$ cat src/rtl/cafe_pkg.sv
// -----------------------------------------------------------------------------
// cafe_pkg
// Shared types and default timing for the drink dispense sequencer.
//   drink_t      2-bit drink code as delivered by the selection FSM
//   seq_state_t  sequencer phase encoding
//   act_t        bundle of the state-decoded (Moore) outputs
//   decode_out   maps a phase to its actuator/status pattern
//   is_phase     true for the timed phases (AGUA/CAFE/LECHE)
// -----------------------------------------------------------------------------
package cafe_pkg;

  typedef enum logic [1:0] {
    NINGUNO        = 2'b00,
    CAFE_SOLO      = 2'b01,
    CAFE_SIN_LECHE = 2'b10,
    CAFE_LECHE     = 2'b11
  } drink_t;

  typedef enum logic [2:0] {
    S_IDLE  = 3'd0,
    S_AGUA  = 3'd1,
    S_CAFE  = 3'd2,
    S_LECHE = 3'd3,
    S_DONE  = 3'd4
  } seq_state_t;

  localparam logic [15:0] DEF_CLK_DIV = 16'd50000;
  localparam logic [7:0]  DEF_T_AGUA  = 8'd30;
  localparam logic [7:0]  DEF_T_CAFE  = 8'd20;
  localparam logic [7:0]  DEF_T_LECHE = 8'd15;

  typedef struct packed {
    logic bomba;
    logic cafe;
    logic leche;
    logic busy;
    logic done;
  } act_t;

  // Moore output pattern for a given phase.
  function automatic act_t decode_out(input seq_state_t s);
    act_t a;
    a = '0;
    case (s)
      S_AGUA: begin
        a.bomba = 1'b1;
        a.busy  = 1'b1;
      end
      S_CAFE: begin
        a.cafe = 1'b1;
        a.busy = 1'b1;
      end
      S_LECHE: begin
        a.leche = 1'b1;
        a.busy  = 1'b1;
      end
      S_DONE: begin
        a.done = 1'b1;
      end
      default: begin
        a = '0;
      end
    endcase
    return a;
  endfunction

  // Timed phases are the ones that own the phase timer.
  function automatic logic is_phase(input seq_state_t s);
    return (s == S_AGUA) || (s == S_CAFE) || (s == S_LECHE);
  endfunction

endpackage

$ cat src/rtl/cafe_dispense_seq_if.sv
// -----------------------------------------------------------------------------
// cafe_dispense_seq_if
// Panel-side bundle of the dispense sequencer.
//   M1, M0        drink code from the selection FSM
//   start, abort  user requests (level)
//   bomba_agua, valvula_cafe, valvula_leche   actuator enables
//   busy, done, sin_leche, err                status to the panel
// master: panel/selection side (drives requests, reads status)
// slave : sequencer side
// -----------------------------------------------------------------------------
interface cafe_dispense_seq_if;
  logic M1;
  logic M0;
  logic start;
  logic abort;
  logic bomba_agua;
  logic valvula_cafe;
  logic valvula_leche;
  logic busy;
  logic done;
  logic sin_leche;
  logic err;

  modport master (
    output M1, M0, start, abort,
    input  bomba_agua, valvula_cafe, valvula_leche, busy, done, sin_leche, err
  );

  modport slave (
    input  M1, M0, start, abort,
    output bomba_agua, valvula_cafe, valvula_leche, busy, done, sin_leche, err
  );
endinterface

$ cat src/rtl/phase_timer.sv
// -----------------------------------------------------------------------------
// phase_timer
// Measures one phase of len*CLK_DIV clock cycles.
//   clk     system clock
//   r       synchronous reset, active-low
//   load    high in the first cycle of a phase; restarts the count
//   len     phase length in ticks (>=1), sampled while load is high
//   expire  high in the last cycle of the phase
// The load cycle itself counts as the first cycle of the phase: the count is
// evaluated on the "effective" values (reload values when load is high), so
// no residue from a previous phase can leak in.
// -----------------------------------------------------------------------------
module phase_timer #(
  parameter logic [15:0] CLK_DIV = 16'd50000
) (
  input  logic       clk,
  input  logic       r,
  input  logic       load,
  input  logic [7:0] len,
  output logic       expire
);

  localparam int            PW         = $clog2(32'(CLK_DIV) + 32'd1);
  localparam logic [PW-1:0] PRE_RELOAD = PW'(CLK_DIV);
  localparam logic [PW-1:0] PRE_ONE    = PW'(32'd1);

  logic [PW-1:0] pre_q;
  logic [PW-1:0] pre_d;
  logic [PW-1:0] pre_eff_s;
  logic [7:0]    tick_q;
  logic [7:0]    tick_d;
  logic [7:0]    tick_eff_s;

  // Effective counts for this cycle, expiry and next-count computation.
  always_comb begin
    pre_eff_s  = pre_q;
    tick_eff_s = tick_q;
    if (load) begin
      pre_eff_s  = PRE_RELOAD;
      tick_eff_s = len;
    end else begin
      pre_eff_s  = pre_q;
      tick_eff_s = tick_q;
    end

    expire = (pre_eff_s == PRE_ONE) && (tick_eff_s == 8'd1);

    pre_d  = pre_eff_s;
    tick_d = tick_eff_s;
    if (pre_eff_s == PRE_ONE) begin
      pre_d = PRE_RELOAD;
      // Saturate at zero so idle running never wraps the tick counter.
      if (tick_eff_s != 8'd0) begin
        tick_d = tick_eff_s - 8'd1;
      end else begin
        tick_d = 8'd0;
      end
    end else begin
      pre_d  = pre_eff_s - PRE_ONE;
      tick_d = tick_eff_s;
    end
  end

  // Prescaler and tick counter registers.
  always_ff @(posedge clk) begin
    if (!r) begin
      pre_q  <= PRE_RELOAD;
      tick_q <= 8'd0;
    end else begin
      pre_q  <= pre_d;
      tick_q <= tick_d;
    end
  end

endmodule

$ cat src/rtl/cafe_dispense_seq.sv
// -----------------------------------------------------------------------------
// cafe_dispense_seq
// Sequences water pump, coffee valve and milk valve for the drink chosen
// upstream, then reports completion.
//   clk   system clock, rising edge
//   r     synchronous reset, active-low
//   bus   cafe_dispense_seq_if.slave: M1/M0/start/abort in; actuators,
//         busy, done, sin_leche and err out (all registered)
// Phase flow: IDLE -> AGUA -> CAFE -> [LECHE if code 11] -> DONE -> IDLE.
// The drink code is captured at start; later code changes are ignored.
// -----------------------------------------------------------------------------
module cafe_dispense_seq
  import cafe_pkg::*;
#(
  parameter logic [15:0] CLK_DIV = DEF_CLK_DIV,
  parameter logic [7:0]  T_AGUA  = DEF_T_AGUA,
  parameter logic [7:0]  T_CAFE  = DEF_T_CAFE,
  parameter logic [7:0]  T_LECHE = DEF_T_LECHE
) (
  input  logic              clk,
  input  logic              r,
  cafe_dispense_seq_if.slave bus
);

  seq_state_t state_q;
  drink_t     code_q;
  logic       sin_leche_q;
  logic       err_q;
  logic       entry_q;
  act_t       out_q;

  drink_t     code_s;
  logic [7:0] len_s;
  logic       expire_s;

  assign code_s = drink_t'({bus.M1, bus.M0});

  // Phase length for the timer, chosen by the phase currently running.
  always_comb begin
    len_s = 8'd1;
    case (state_q)
      S_AGUA:  len_s = T_AGUA;
      S_CAFE:  len_s = T_CAFE;
      S_LECHE: len_s = T_LECHE;
      default: len_s = 8'd1;
    endcase
  end

  // entry_q is high in the first cycle of every timed phase, so the timer
  // restarts exactly on phase entry.
  phase_timer #(
    .CLK_DIV (CLK_DIV)
  ) u_timer (
    .clk    (clk),
    .r      (r),
    .load   (entry_q),
    .len    (len_s),
    .expire (expire_s)
  );

  // Sequencer FSM with registered Moore outputs; each transition also loads
  // the output pattern of the destination state.
  always_ff @(posedge clk) begin
    if (!r) begin
      state_q     <= S_IDLE;
      code_q      <= NINGUNO;
      sin_leche_q <= 1'b0;
      err_q       <= 1'b0;
      entry_q     <= 1'b0;
      out_q       <= '0;
    end else begin
      entry_q <= 1'b0;
      err_q   <= 1'b0;
      out_q   <= decode_out(state_q);
      case (state_q)
        S_IDLE: begin
          if (bus.start && (code_s != NINGUNO)) begin
            code_q      <= code_s;
            sin_leche_q <= (code_s == CAFE_SIN_LECHE);
            state_q     <= S_AGUA;
            out_q       <= decode_out(S_AGUA);
            entry_q     <= 1'b1;
          end else if (bus.start) begin
            err_q <= 1'b1;
          end else begin
            state_q <= S_IDLE;
          end
        end
        S_AGUA: begin
          // abort wins over expiry in the same cycle.
          if (bus.abort) begin
            state_q <= S_IDLE;
            out_q   <= decode_out(S_IDLE);
          end else if (expire_s) begin
            state_q <= S_CAFE;
            out_q   <= decode_out(S_CAFE);
            entry_q <= 1'b1;
          end else begin
            state_q <= S_AGUA;
          end
        end
        S_CAFE: begin
          if (bus.abort) begin
            state_q <= S_IDLE;
            out_q   <= decode_out(S_IDLE);
          end else if (expire_s && (code_q == CAFE_LECHE)) begin
            state_q <= S_LECHE;
            out_q   <= decode_out(S_LECHE);
            entry_q <= 1'b1;
          end else if (expire_s) begin
            state_q <= S_DONE;
            out_q   <= decode_out(S_DONE);
          end else begin
            state_q <= S_CAFE;
          end
        end
        S_LECHE: begin
          if (bus.abort) begin
            state_q <= S_IDLE;
            out_q   <= decode_out(S_IDLE);
          end else if (expire_s) begin
            state_q <= S_DONE;
            out_q   <= decode_out(S_DONE);
          end else begin
            state_q <= S_LECHE;
          end
        end
        S_DONE: begin
          state_q <= S_IDLE;
          out_q   <= decode_out(S_IDLE);
        end
        default: begin
          state_q <= S_IDLE;
          out_q   <= decode_out(S_IDLE);
        end
      endcase
    end
  end

  assign bus.bomba_agua    = out_q.bomba;
  assign bus.valvula_cafe  = out_q.cafe;
  assign bus.valvula_leche = out_q.leche;
  assign bus.busy          = out_q.busy;
  assign bus.done          = out_q.done;
  assign bus.sin_leche     = sin_leche_q;
  assign bus.err           = err_q;

endmodule

$ cat src/flat_wrapper.sv
// flat-port wrapper written by rule: the top's interface ports become plain ports
module cafe_dispense_seq_flat import cafe_pkg::*;
#(
  parameter logic [15:0] CLK_DIV = DEF_CLK_DIV,
  parameter logic [7:0]  T_AGUA  = DEF_T_AGUA,
  parameter logic [7:0]  T_CAFE  = DEF_T_CAFE,
  parameter logic [7:0]  T_LECHE = DEF_T_LECHE
)
  (clk, r, bus_M1, bus_M0, bus_start, bus_abort, bus_bomba_agua, bus_valvula_cafe, bus_valvula_leche, bus_busy, bus_done, bus_sin_leche, bus_err);
  cafe_dispense_seq_if bus_i ();
  input  logic clk;
  input  logic r;
  input wire logic [$bits(bus_i.M1)-1:0] bus_M1;
  input wire logic [$bits(bus_i.M0)-1:0] bus_M0;
  input wire logic [$bits(bus_i.start)-1:0] bus_start;
  input wire logic [$bits(bus_i.abort)-1:0] bus_abort;
  output wire logic [$bits(bus_i.bomba_agua)-1:0] bus_bomba_agua;
  output wire logic [$bits(bus_i.valvula_cafe)-1:0] bus_valvula_cafe;
  output wire logic [$bits(bus_i.valvula_leche)-1:0] bus_valvula_leche;
  output wire logic [$bits(bus_i.busy)-1:0] bus_busy;
  output wire logic [$bits(bus_i.done)-1:0] bus_done;
  output wire logic [$bits(bus_i.sin_leche)-1:0] bus_sin_leche;
  output wire logic [$bits(bus_i.err)-1:0] bus_err;
  assign bus_i.M1 = bus_M1;
  assign bus_i.M0 = bus_M0;
  assign bus_i.start = bus_start;
  assign bus_i.abort = bus_abort;
  assign bus_bomba_agua = bus_i.bomba_agua;
  assign bus_valvula_cafe = bus_i.valvula_cafe;
  assign bus_valvula_leche = bus_i.valvula_leche;
  assign bus_busy = bus_i.busy;
  assign bus_done = bus_i.done;
  assign bus_sin_leche = bus_i.sin_leche;
  assign bus_err = bus_i.err;
  cafe_dispense_seq #(.CLK_DIV(CLK_DIV), .T_AGUA(T_AGUA), .T_CAFE(T_CAFE), .T_LECHE(T_LECHE)) u_core (.clk(clk), .r(r), .bus(bus_i));
endmodule
$ cat config.mk
export PLATFORM = sky130hd
export DESIGN_NAME = cafe_dispense_seq_flat
export DESIGN_NICKNAME = d
export VERILOG_FILES = /design/src/rtl/cafe_pkg.sv /design/src/rtl/cafe_dispense_seq_if.sv /design/src/rtl/phase_timer.sv /design/src/rtl/cafe_dispense_seq.sv /design/src/flat_wrapper.sv
export SDC_FILE = /design/constraint.sdc
export NUM_CORES = 1
export LEC_CHECK = 0
export BUFFER_PORTS_ARGS = -buffer_cell sky130_fd_sc_hd__buf_2
export CORE_MARGIN = 5
export CORE_UTILIZATION = 45
export CTS_CLUSTER_SIZE = 30
export DETAILED_ROUTE_END_ITERATION = 7
export HOLD_SLACK_MARGIN = 0.12
export PLACE_DENSITY = 0.64
export SYNTH_ARGS = -nofsm -noshare
export SYNTH_HDL_FRONTEND = slang
export SYNTH_SLANG_ARGS = --single-unit
export TNS_END_PERCENT = 50
$ cat constraint.sdc
create_clock -name clk -period 3.6 [get_ports clk]
set_input_delay 0.18 -clock clk [delete_from_list [all_inputs] [get_ports clk]]
set_output_delay 0.18 -clock clk [all_outputs]
set_load 0.1 [all_outputs]
==> results of run 1 <==
-- per-layer routing --
layer / vias to the layer above / wire length [um]
li1: 804 / -
met1: 707 / 1844
met2: 27 / 1654
met3: 6 / 170
met4: 0 / 57
met5: - / 0
-- critical path, stage by stage (launching register included) --
cell and delay, ns:
dfxtp_1 0.60, xor2_1 0.13, nand2_1 0.11, o21ai_0 0.20, inv_1 0.11, ha_1 0.13
o21ai_0 0.16, nor4_4 0.45, nand3_2 0.18, a221oi_2 0.25
-- through the flow --
step | worst slack [ns] | util | cell area, um^2 | instances | total power [mW]
2_1_floorplan | 1.248 | - | 1867 | 220 | 0.5622
3_3_place_gp | 1.257 | 0.4917 | 1967 | 276 | 0.5905
3_5_place_dp | 1.211 | 0.4917 | 1967 | 276 | 0.5912
4_1_cts | 1.189 | 0.5124 | 2049 | 284 | 0.8703
5_1_grt | 1.001 | 0.5124 | 2049 | 284 | 0.9055
6_report | 1.191 | 0.5124 | 2049 | 284 | 0.8588
-- area by class of cell --
cell class              instances  share of cell area
multi-input cells             170              0.5220
flip-flops and latches         37              0.3614
repair buffers                 14             0.03663
clock buffers                   6             0.03541
well taps                      50             0.03052
inverters                       5            0.009157
clock inverters                 2            0.004884
-- flip-flops by register name (all words and copies together), names as in the netlist --
signal	count
u_core.bus.done	1
u_core.bus.busy	1
u_core.bus.bomba_agua	1
u_core.u_timer.pre_q	16
u_core.bus.valvula_leche	1
u_core.u_timer.tick_q	8
u_core.entry_q	1
u_core.bus.valvula_cafe	1
u_core.code_q	2
u_core.bus.err	1
u_core.bus.sin_leche	1
u_core.state_q	3
-- synthesized netlist by cell type (2+ instances only) --
library cell,number
nor2_1,29
a22oi_1,2
dfxtp_1,37
clkbuf_1,7
o21a_1,2
nor3_1,12
xnor2_1,10
inv_1,5
nand4_1,2
nand2b_1,3
xor2_1,5
a21boi_0,2
nand3b_1,3
a21oi_1,11
nand3_1,7
ha_1,5
o22ai_1,3
nor2b_1,4
o21ai_0,9
or2_2,3
o311ai_0,3
or3_1,5
and3_1,3
a221oi_2,2
nand2_1,21
nor4_1,5
or4_4,4
-- how the worst max path moves through the flow --
stage / startpoint / slack, ns / cells past startpoint / to
2_1_floorplan: u_core.entry_q$_SDFF_PN0_ / 1.25 / 10 / u_core.entry_q$_SDFF_PN0_
3_5_place_dp: u_core.state_q[0]$_SDFFE_PN0P_ / 1.21 / 9 / u_core.entry_q$_SDFF_PN0_
4_1_cts: u_core.state_q[0]$_SDFFE_PN0P_ / 1.19 / 9 / u_core.entry_q$_SDFF_PN0_
6_report: u_core.state_q[0]$_SDFFE_PN0P_ / 1.19 / 9 / u_core.entry_q$_SDFF_PN0_
5_1_grt: u_core.state_q[0]$_SDFFE_PN0P_ / 1.00 / 9 / u_core.entry_q$_SDFF_PN0_
3_3_place_gp: u_core.state_q[0]$_SDFFE_PN0P_ / 1.26 / 9 / u_core.entry_q$_SDFF_PN0_
-- power breakdown --
part / total (mW) / leakage, nW / switching (mW) / internal (mW)
Combinational: 0.136 / 0.398 / 0.0879 / 0.0485
Clock: 0.276 / 0.0450 / 0.142 / 0.134
Sequential: 0.446 / 0.301 / 0.0177 / 0.428
Total: 0.859 / 0.744 / 0.248 / 0.611
-- kinds of logic after synthesis --
family                     Yosys count
DFF                                 37
xor gates and xnor gates            15
adders and majority gates            5
buffers and inverters               13
muxes                                2
AOI/OAI and AO/OA                   40
and+or+nand+nor                    108
==> impl_metrics.json, run 1 <==
{
  "status": "completed",
  "root_buffer": "clkbuf_8",
  "use_met1": 0.2089,
  "rsz0062_at_grt": "no",
  "leakagePower_nw": 0.7443,
  "path_clk_slew_ns": 0.07,
  "num_vias": 1544,
  "clk_path_buf_depth": 2,
  "wirelength_mm": 3.727,
  "port-buffer-count": 12,
  "viasPerCell": 5.437,
  "cts_setup_buffers": 0,
  "grt_pass1_vias": 1482,
  "fin_hold_ws_ns": 0.1712,
  "netlist_area_mm2": 0.001867,
  "synth_edf_count": 0,
  "layout_commonest_cell": "dfxtp_1",
  "ctsResizeCount": 0,
  "antenna_found_initial": 0,
  "cts_hold_buf": 0,
  "die_w_um": 74.41,
  "fmax_mhz": 415.1,
  "fillers": 393,
  "synth_top_family_by_area": "simple AND/OR/NAND/NOR gates",
  "synth_top_area_cell": "dfxtp_1",
  "io_pins": 13,
  "required_ns": 3.81,
  "slew_violations": 0,
  "r2r_start": "u_core.state_q[0]$_SDFFE_PN0P_",
  "drv_cap": 0,
  "crit_fanout": 13,
  "dieArea_mm2": 0.005537,
  "use_met2": 0.2302,
  "synth_simple_gate_area_frac": 0.3103,
  "start_kind": "flop",
  "die_h_um": 74.41,
  "place_hpwl_mm": 2.743,
  "ys_async_sr_fraction": 0,
  "drive_gt1_frac": 0.1581,
  "crit_path_end_kind": "flop",
  "grt_max_degree": 21,
  "synth-seq-cells": 37,
  "nets": 244,
  "yosys_most_used_dff": "dfxtp_1",
  "hold_violations": 0,
  "hp-class": "primary input to flop",
  "relSlewSlack": 0.4943,
  "drtIter0Drc": 120,
  "cts_tree": "yes",
  "mostFrequentLayoutCells": "dfxtp_1 (37), nor2_1 (29), nand2_1 (21)",
  "synth_cells": 220,
  "synthToLayoutAreaGrowth_pct": 9.786,
  "rr_worst_depth": 9,
  "avgSynthCellArea_um2": 8.485,
  "hold_path.startpoint": "bus_abort",
  "whs_endpoint": "u_core.bus.valvula_cafe$_SDFF_PN0_",
  "cts-buffers-inserted": 5,
  "initial_utilization": 0.4667,
  "cts_num_sinks": 37,
  "crit_arrival_ns": 2.61,
  "ant_nets": 0,
  "ys_seq_area_frac": 0.3968,
  "grtUsageTotal": 0.1538,
  "antennaDiodeCount": 0,
  "overflow": 0,
  "synth_fp_nets": 231,
  "synth_fa_ha_area_frac": 0.03351,
  "grt_use_met3": 0.04054,
  "yosys.area.top_type_share": 0.3968,
  "post_drt_wl_per_cell_um": 13.12,
  "tns_ns": 0,
  "synth_cell_type_count": 43,
  "rrSetupSlack_ns": 1.19,
  "tightest_slew_ns": 0.7585,
  "final.period_utilization": 0.6692,
  "num_rows": 23,
  "synth.mux.area_fraction": 0.01139,
  "synth_xor_xnor_area_share": 0.07038,
  "synth_compound_area_frac": 0.1475,
  "place_congestion": 0.8433,
  "multi_input_area_mm2": 0.001070,
  "reg2reg_to": "u_core.entry_q$_SDFF_PN0_",
  "ir_worst_vdd_mv": 0.2671,
  "yosys_warnings": 0,
  "cts_max_level": 2,
  "core-area_mm2": 0.004000,
  "grt.busiest_layer": "met2",
  "first_pass_iters": 4,
  "post-route-drc-count": 0,
  "fin_crit_ns": 2.409,
  "setup_viol": 0,
  "hold_depth": 3,
  "grt_pass1_wl_mm": 6.603,
  "powerDensity_mw_per_mm2": 419.0,
  "synth_top_cells_by_area": "dfxtp_1 (40%), nor2_1 (5.8%), xnor2_1 (4.7%)",
  "clkLatencyLatePin_ns": 0.29,
  "crit_type": "flop to flop",
  "seqCellArea_um2": 740.7,
  "finClkSkew_ns": 0.005955
}
Power figures use the tool's default switching activity.
==> inputs of run 2 (changes only) <==
--- a/config.mk
+++ b/config.mk
@@ -5,13 +5,14 @@
 export SDC_FILE = /design/constraint.sdc
 export NUM_CORES = 1
 export LEC_CHECK = 0
+export ABC_AREA = 1
 export BUFFER_PORTS_ARGS = -buffer_cell sky130_fd_sc_hd__buf_2
 export CORE_MARGIN = 5
 export CORE_UTILIZATION = 45
 export CTS_CLUSTER_SIZE = 30
 export DETAILED_ROUTE_END_ITERATION = 7
 export HOLD_SLACK_MARGIN = 0.12
-export PLACE_DENSITY = 0.64
+export PLACE_DENSITY = 0.66
 export SYNTH_ARGS = -nofsm -noshare
 export SYNTH_HDL_FRONTEND = slang
 export SYNTH_SLANG_ARGS = --single-unit
==> constraint.sdc (replaced) <==
create_clock -name clk -period 2.1 [get_ports clk]
set_input_delay 0.105 -clock clk [delete_from_list [all_inputs] [get_ports clk]]
set_output_delay 0.105 -clock clk [all_outputs]
set_load 0.1 [all_outputs]
==> run 2 against run 1 <==
Die area is 8.7% higher. Via count grew 23%. Flip-flop and latch count did not move. Sequential share of layout area down 3.9 points. Synthesized area grew 10%. Total power is 81% higher. Non-clock buffer count grew 6. Largest cell class unchanged. Largest power group unchanged.
==> impl_metrics.json, run 2 <==
{
  "status": "completed",
  "nets": 344,
  "r2r_start": "u_core.entry_q$_SDFF_PN0_",
  "crit_fanout": 7,
  "core-area_mm2": 0.004384,
  "mostFrequentLayoutCells": "nand2_1 (72), inv_1 (43), nor2_1 (40)",
  "post_drt_wl_per_cell_um": 11.52,
  "rsz0062_at_grt": "no",
  "largest_reg_flops": 16,
  "place_congestion": 0.8340,
  "required_ns": 2.28,
  "die_w_um": 77.59,
  "fin_hold_ws_ns": 0.1342,
  "finClkSkew_ns": 0.004871,
  "synth_cell_type_count": 29,
  "cts_tree": "yes",
  "cts_setup_buffers": 0,
  "rrSetupSlack_ns": 0.19,
  "wirelength_mm": 4.446,
  "hp-class": "primary input to flop",
  "place_area_mm2": 0.002205,
  "synth_most_common_cell": "nand2_1",
  "viasPerCell": 4.930,
  "endpoint": "u_core.u_timer.tick_q[5]$_SDFF_PN0_",
  "ir_worst_vdd_mv": 0.2465,
  "cts-buffers-inserted": 5,
  "synth_simple_gate_area_frac": 0.3926,
  "drv_cap": 0,
  "final_cells": 386,
  "synth_edf_count": 0,
  "grt_pass1_wl_mm": 7.576,
  "fillers": 418,
  "hold_violations": 0,
  "num_rows": 24,
  "layout_commonest_cell": "nand2_1",
  "grtUsageTotal": 0.1522,
  "place_hpwl_mm": 3.391,
  "crit_arrival_ns": 2.09,
  "p_clk_frac": 0.314,
  "setup_viol": 0,
  "cp_cell_sequence": "nor2_1 > ha_1 > inv_1 > nor2_1 > nand2_1 > nor2_1 > nand2_1 > nor2_4 > nor2_4 > inv_2 > nand2_1 > inv_2 > a21oi_1",
  "crit_start": "u_core.entry_q$_SDFF_PN0_",
  "synth_fp_nets": 322,
  "synth.mux.area_fraction": 0,
  "tns_ns": 0,
  "synth_compound_area_frac": 0.09982,
  "crit_type": "flop to flop",
  "cts_max_level": 2,
  "crit_path_end_kind": "flop",
  "final_area_mm2": 0.002300,
  "grt_max_degree": 20,
  "tightest_slew_ns": 0.4878,
  "drtIter0Drc": 98,
  "first_pass_iters": 5,
  "overflow": 0,
  "path_clk_slew_ns": 0.07,
  "synth-seq-cells": 37,
  "post-place-ws_ns": 0.1479,
  "slowest_delay_ns": 0.33,
  "reg2reg_to": "u_core.u_timer.tick_q[5]$_SDFF_PN0_",
  "setup_ws_ns": 0.1892,
  "synth_xor_xnor_area_share": 0.01278,
  "antennaDiodeCount": 0,
  "p_comb_frac": 0.200,
  "yosys_most_used_dff": "dfxtp_1",
  "grt_pass1_vias": 1726,
  "fin_crit_ns": 1.911,
  "cp_slowest_cell": "dfxtp_1",
  "ys_top_cells_by_count": "nand2_1 (72), inv_1 (43), nor2_1 (42), dfxtp_1 (37), nand3_1 (28)",
  "synth_fa_ha_area_frac": 0.03043,
  "powerDensity_mw_per_mm2": 677.6,
  "top_register": "u_core.u_timer.pre_q",
  "largestRegisters": "u_core.u_timer.pre_q (16), u_core.u_timer.tick_q (8), u_core.state_q (3)",
  "clk_path_buf_depth": 2,
  "io_pins": 13,
  "power.total_mw": 1.558,
  "root_buffer": "clkbuf_8",
  "port-buffer-count": 12,
  "die_h_um": 77.59,
  "ys_async_sr_fraction": 0,
  "leakagePower_nw": 1.085,
  "ys_seq_area_frac": 0.3603,
  "synth_top_family_by_area": "simple AND/OR/NAND/NOR gates",
  "final.period_utilization": 0.9099,
  "rr_worst_depth": 13,
  "swShare": 0.3098,
  "placed_cells": 377,
  "dieArea_mm2": 0.006020,
  "synth_top_area_cell": "dfxtp_1",
  "ant_nets": 0,
  "yosys.area.top_type_share": 0.3603,
  "seq_power_share": 0.486,
  "yosys_warnings": 0,
  "initial_utilization": 0.4689,
  "antenna_found_initial": 0,
  "num_vias": 1903,
  "internal_power_mw": 1.075,
  "postLayoutCoreUtil": 0.5245,
  "post-route-drc-count": 0,
  "drive_gt1_frac": 0.1437,
  "fmax_mhz": 523.3,
  "cts_num_sinks": 37,
  "synth_cells": 311,
  "avgSynthCellArea_um2": 6.610,
  "start_kind": "flop",
  "synthToLayoutAreaGrowth_pct": 11.87,
  "netlist_area_mm2": 0.002056,
  "synth_top_cells_by_area": "dfxtp_1 (36%), nand2_1 (13%), inv_1 (7.9%)",
  "relSlewSlack": 0.6771,
  "switchingPower_mw": 0.4828,
  "slew_violations": 0,
  "clkLatencyLatePin_ns": 0.29
}
run 2: critical path, delay by kind of cell, from the launching register on:
kind / cells / cell delay (ns)
and+or+nand+nor: 8 / 0.93
DFF: 1 / 0.33
buffers and inverters: 3 / 0.29
adders and majority gates: 1 / 0.21
AOI/OAI and AO/OA: 1 / 0.05
run 2: how the worst min path moves through the flow:
stage                         start  cells past startpoint  slack [ns]                    endpoint
after floorplan                   r                      2        0.20   u_core.entry_q$_SDFF_PN0_
after global placement            r                      3        0.39   u_core.entry_q$_SDFF_PN0_
after detailed placement          r                      3        0.38   u_core.entry_q$_SDFF_PN0_
after CTS                 bus_abort                      4        0.12  u_core.bus.done$_SDFF_PN0_
after global routing      bus_abort                      4        0.15  u_core.bus.done$_SDFF_PN0_
final                        bus_M1                      4        0.13   u_core.bus.err$_SDFF_PP0_
run 2: final cells by class:
cell class | count | area [um^2] | area share
inverters | 46 | 172.7 | 0.07508
multi-input cells | 223 | 1106 | 0.4810
clock buffers | 8 | 80.08 | 0.03482
well taps | 52 | 65.06 | 0.02829
repair buffers | 20 | 135.1 | 0.05876
flip-flops and latches | 37 | 740.7 | 0.3221
run 2: what timing repair did:
item / in CTS / in global routing
endpoints found under the hold margin: 2 / 0
hold buffers: 1 / 0
gates resized for setup: 0 / 2
endpoints found under the setup margin: 0 / 4
run 2: metal layers:
| layer | GRT usage | vias up | part of all wire |
|---|---|---|---|
| li1 | - | 1031 | - |
| met1 | 0.2075 | 830 | 0.52 |
| met2 | 0.2287 | 33 | 0.41 |
| met3 | 0.04167 | 9 | 0.049 |
| met4 | 0.05670 | 0 | 0.019 |
| met5 | 0 | - | 0 |
run 2: cell families (layout without fill, tap and decap cells):
logic type,count (synthesis),count (layout)
simple gates,176,176
buf+inv,51,74
compound gates,39,39
flops,37,37
fa+ha+maj,5,5
xor+xnor,3,3
run 2: power groups by stage:
| stage | clock network, mW | registers, mW | logic, mW |
|---|---|---|---|
| detailed placement | 0 | 0.774 | 0.305 |
| CTS | 0.502 | 0.757 | 0.309 |
| global placement | 0 | 0.773 | 0.303 |
| global route | 0.541 | 0.762 | 0.351 |
| floorplan | 0 | 0.803 | 0.207 |
| finish | 0.489 | 0.757 | 0.312 |
==> inputs of run 3 (changes only) <==
--- a/config.mk
+++ b/config.mk
@@ -11,8 +11,8 @@
 export CORE_UTILIZATION = 45
 export CTS_CLUSTER_SIZE = 30
 export DETAILED_ROUTE_END_ITERATION = 7
-export HOLD_SLACK_MARGIN = 0.12
-export PLACE_DENSITY = 0.66
+export HOLD_SLACK_MARGIN = 0.02
+export PLACE_DENSITY = 0.64
 export SYNTH_ARGS = -nofsm -noshare
 export SYNTH_HDL_FRONTEND = slang
 export SYNTH_SLANG_ARGS = --single-unit
==> constraint.sdc (replaced) <==
create_clock -name clk -period 1.91 [get_ports clk]
set_input_delay 0.0955 -clock clk [delete_from_list [all_inputs] [get_ports clk]]
set_output_delay 0.0955 -clock clk [all_outputs]
set_load 0.1 [all_outputs]
==> run 3 against run 2 <==
Setup slack worse by 0.16 ns. Final area is 8.9% higher. Highest routed layer unchanged. Critical path type unchanged. Critical endpoint is now u_core.bus.valvula_leche$_SDFF_PN0_. Clock power is 5.9% higher.
==> impl_metrics.json, run 3 (synthesized netlist as in run 2, its figures left out) <==
{
  "fin_crit_ns": 1.876,
  "cts-buffers-inserted": 5,
  "leakagePower_nw": 1.168,
  "critPathTopFamily": "simple AND/OR/NAND/NOR gates",
  "place_hpwl_mm": 3.599,
  "top_register": "u_core.u_timer.pre_q",
  "first_pass_iters": 4,
  "num_vias": 1985,
  "hp-class": "primary input to flop",
  "crit_fanout": 7,
  "cts_tree": "yes",
  "final.period_utilization": 0.9822,
  "antenna_found_initial": 0,
  "slowest_delay_ns": 0.39,
  "grt_max_degree": 16,
  "cts_hold_buf": 0,
  "place_congestion": 0.8573,
  "root_buffer": "clkbuf_8",
  "postLayoutCoreUtil": 0.5713,
  "status": "completed",
  "hold_violations": 0,
  "core-area_mm2": 0.004384,
  "tightest_slew_ns": 0.4859,
  "largest_reg_flops": 16,
  "setup_viol": 0,
  "crit_path_end_kind": "flop",
  "powerDensity_mw_per_mm2": 703.2,
  "finClkSkew_ns": 0.006106,
  "mostFrequentLayoutCells": "nand2_1 (64), inv_1 (41), dfxtp_1 (36)",
  "critPathBufInv": 4,
  "num_rows": 24,
  "drtIter0Drc": 79,
  "start_kind": "flop",
  "crit_type": "flop to flop",
  "clkLatencyLatePin_ns": 0.28,
  "relSlewSlack": 0.6783,
  "synthToLayoutAreaGrowth_pct": 21.85,
  "required_ns": 2.12,
  "drive_gt1_frac": 0.2399,
  "post-route-drc-count": 0,
  "nets": 356,
  "grt_pass1_vias": 1857,
  "overflow": 0,
  "die_w_um": 77.59,
  "path_clk_slew_ns": 0.07,
  "clk_path_buf_depth": 2,
  "antennaDiodeCount": 0,
  "largestRegisters": "u_core.u_timer.pre_q (16), u_core.u_timer.tick_q (8), u_core.state_q (3)",
  "cts_max_level": 2,
  "layout_commonest_cell": "nand2_1",
  "die_h_um": 77.59,
  "crit_top_cell": "buf_4",
  "grtUsageTotal": 0.1659,
  "post_drt_wl_per_cell_um": 11.86,
  "crit_arrival_ns": 2.09,
  "cts_num_sinks": 37,
  "rsz0062_at_grt": "yes",
  "port-buffer-count": 12,
  "initial_utilization": 0.4689,
  "fmax_mhz": 533.1,
  "slew_violations": 0,
  "rrSetupSlack_ns": 0.03,
  "wirelength_mm": 4.720,
  "place_area_mm2": 0.002288,
  "dieArea_mm2": 0.006020,
  "io_pins": 13,
  "ir_worst_vdd_mv": 0.3609,
  "viasPerCell": 4.987,
  "cp_cell_sequence": "buf_4 > or2_2 > nand2_1 > inv_1 > ha_1 > inv_2 > nor2_4 > nand3_4 > nand2_4 > buf_4 > a21oi_2",
  "grt_pass1_wl_mm": 8.300,
  "ant_nets": 0,
  "final_area_mm2": 0.002505,
  "cp_slowest_cell": "dfxtp_4",
  "drv_cap": 0
}
## run 3: cell count changes in the layout (fill, tap and decap cells not counted), sizes merged
cell and change:
clkinv +2, dlygate4sd3 -1, clkbuf -2, buf +13
## run 3: path summary, 6_finish.rpt
path	from	endpoint	depth (start not counted)
worst max register to register	u_core.entry_q$_SDFF_PN0_	u_core.bus.valvula_leche$_SDFF_PN0_	11
worst min-delay path	r	u_core.entry_q$_SDFF_PN0_	3
worst min register to register	u_core.bus.sin_leche$_SDFFE_PN0P_	u_core.bus.sin_leche$_SDFFE_PN0P_	2
worst max-delay path	u_core.entry_q$_SDFF_PN0_	u_core.bus.valvula_leche$_SDFF_PN0_	11
## run 3: where the power goes
| part | leakage, nW | switching [mW] | internal, mW |
|---|---|---|---|
| sequential | 0.303 | 0.0273 | 0.813 |
| clock | 0.0450 | 0.265 | 0.253 |
| combinational | 0.820 | 0.260 | 0.143 |
| total | 1.17 | 0.553 | 1.21 |
## run 3: repair_timing
item | 4_1_cts | 5_1_grt
endpoints found under the setup margin | 3 | 27
pin swaps | 0 | 15
gates resized for setup | 1 | 29
buffers inserted | 0 | 5
cloned | 0 | 0
hold endpoints to repair | 0 | 0
## run 3: final cells by class
type / count / area, um^2
inverter: 46 / 182.7
multi-input combinational: 223 / 1200
clock inverter: 2 / 10.01
timing repair buffer: 32 / 230.2
tap: 52 / 65.06
sequential: 37 / 744.5
clock buffer: 6 / 72.57
fill: 443 / 1879
## run 3: worst min-delay path, stage by stage
cell and delay, ns:
buf_2 0.13, nand2_1 0.06, inv_1 0.04
## run 3: metrics by stage
step                      hold WS (ns)  power (mW)  instances  setup WS (ns)  setup TNS (ns)
after global routing           0.07241       1.873        398        -0.1263          -1.027
after global placement          0.3596       1.209        385       0.009928               0
final                          0.06834       1.761        398        0.03400               0
after detailed placement        0.3546       1.214        385       0.005034               0
after floorplan                 0.1931       1.118        311        0.01711               0
after CTS                      0.05969       1.741        393        0.02698               0
## run 3: layer usage
metal	up-vias	track usage	part of all wire
met1	892	0.2171	0.48
met4	0	0.05670	0.012
li1	1058	-	-
met2	30	0.2730	0.47
met5	-	0	0
met3	5	0.03125	0.038
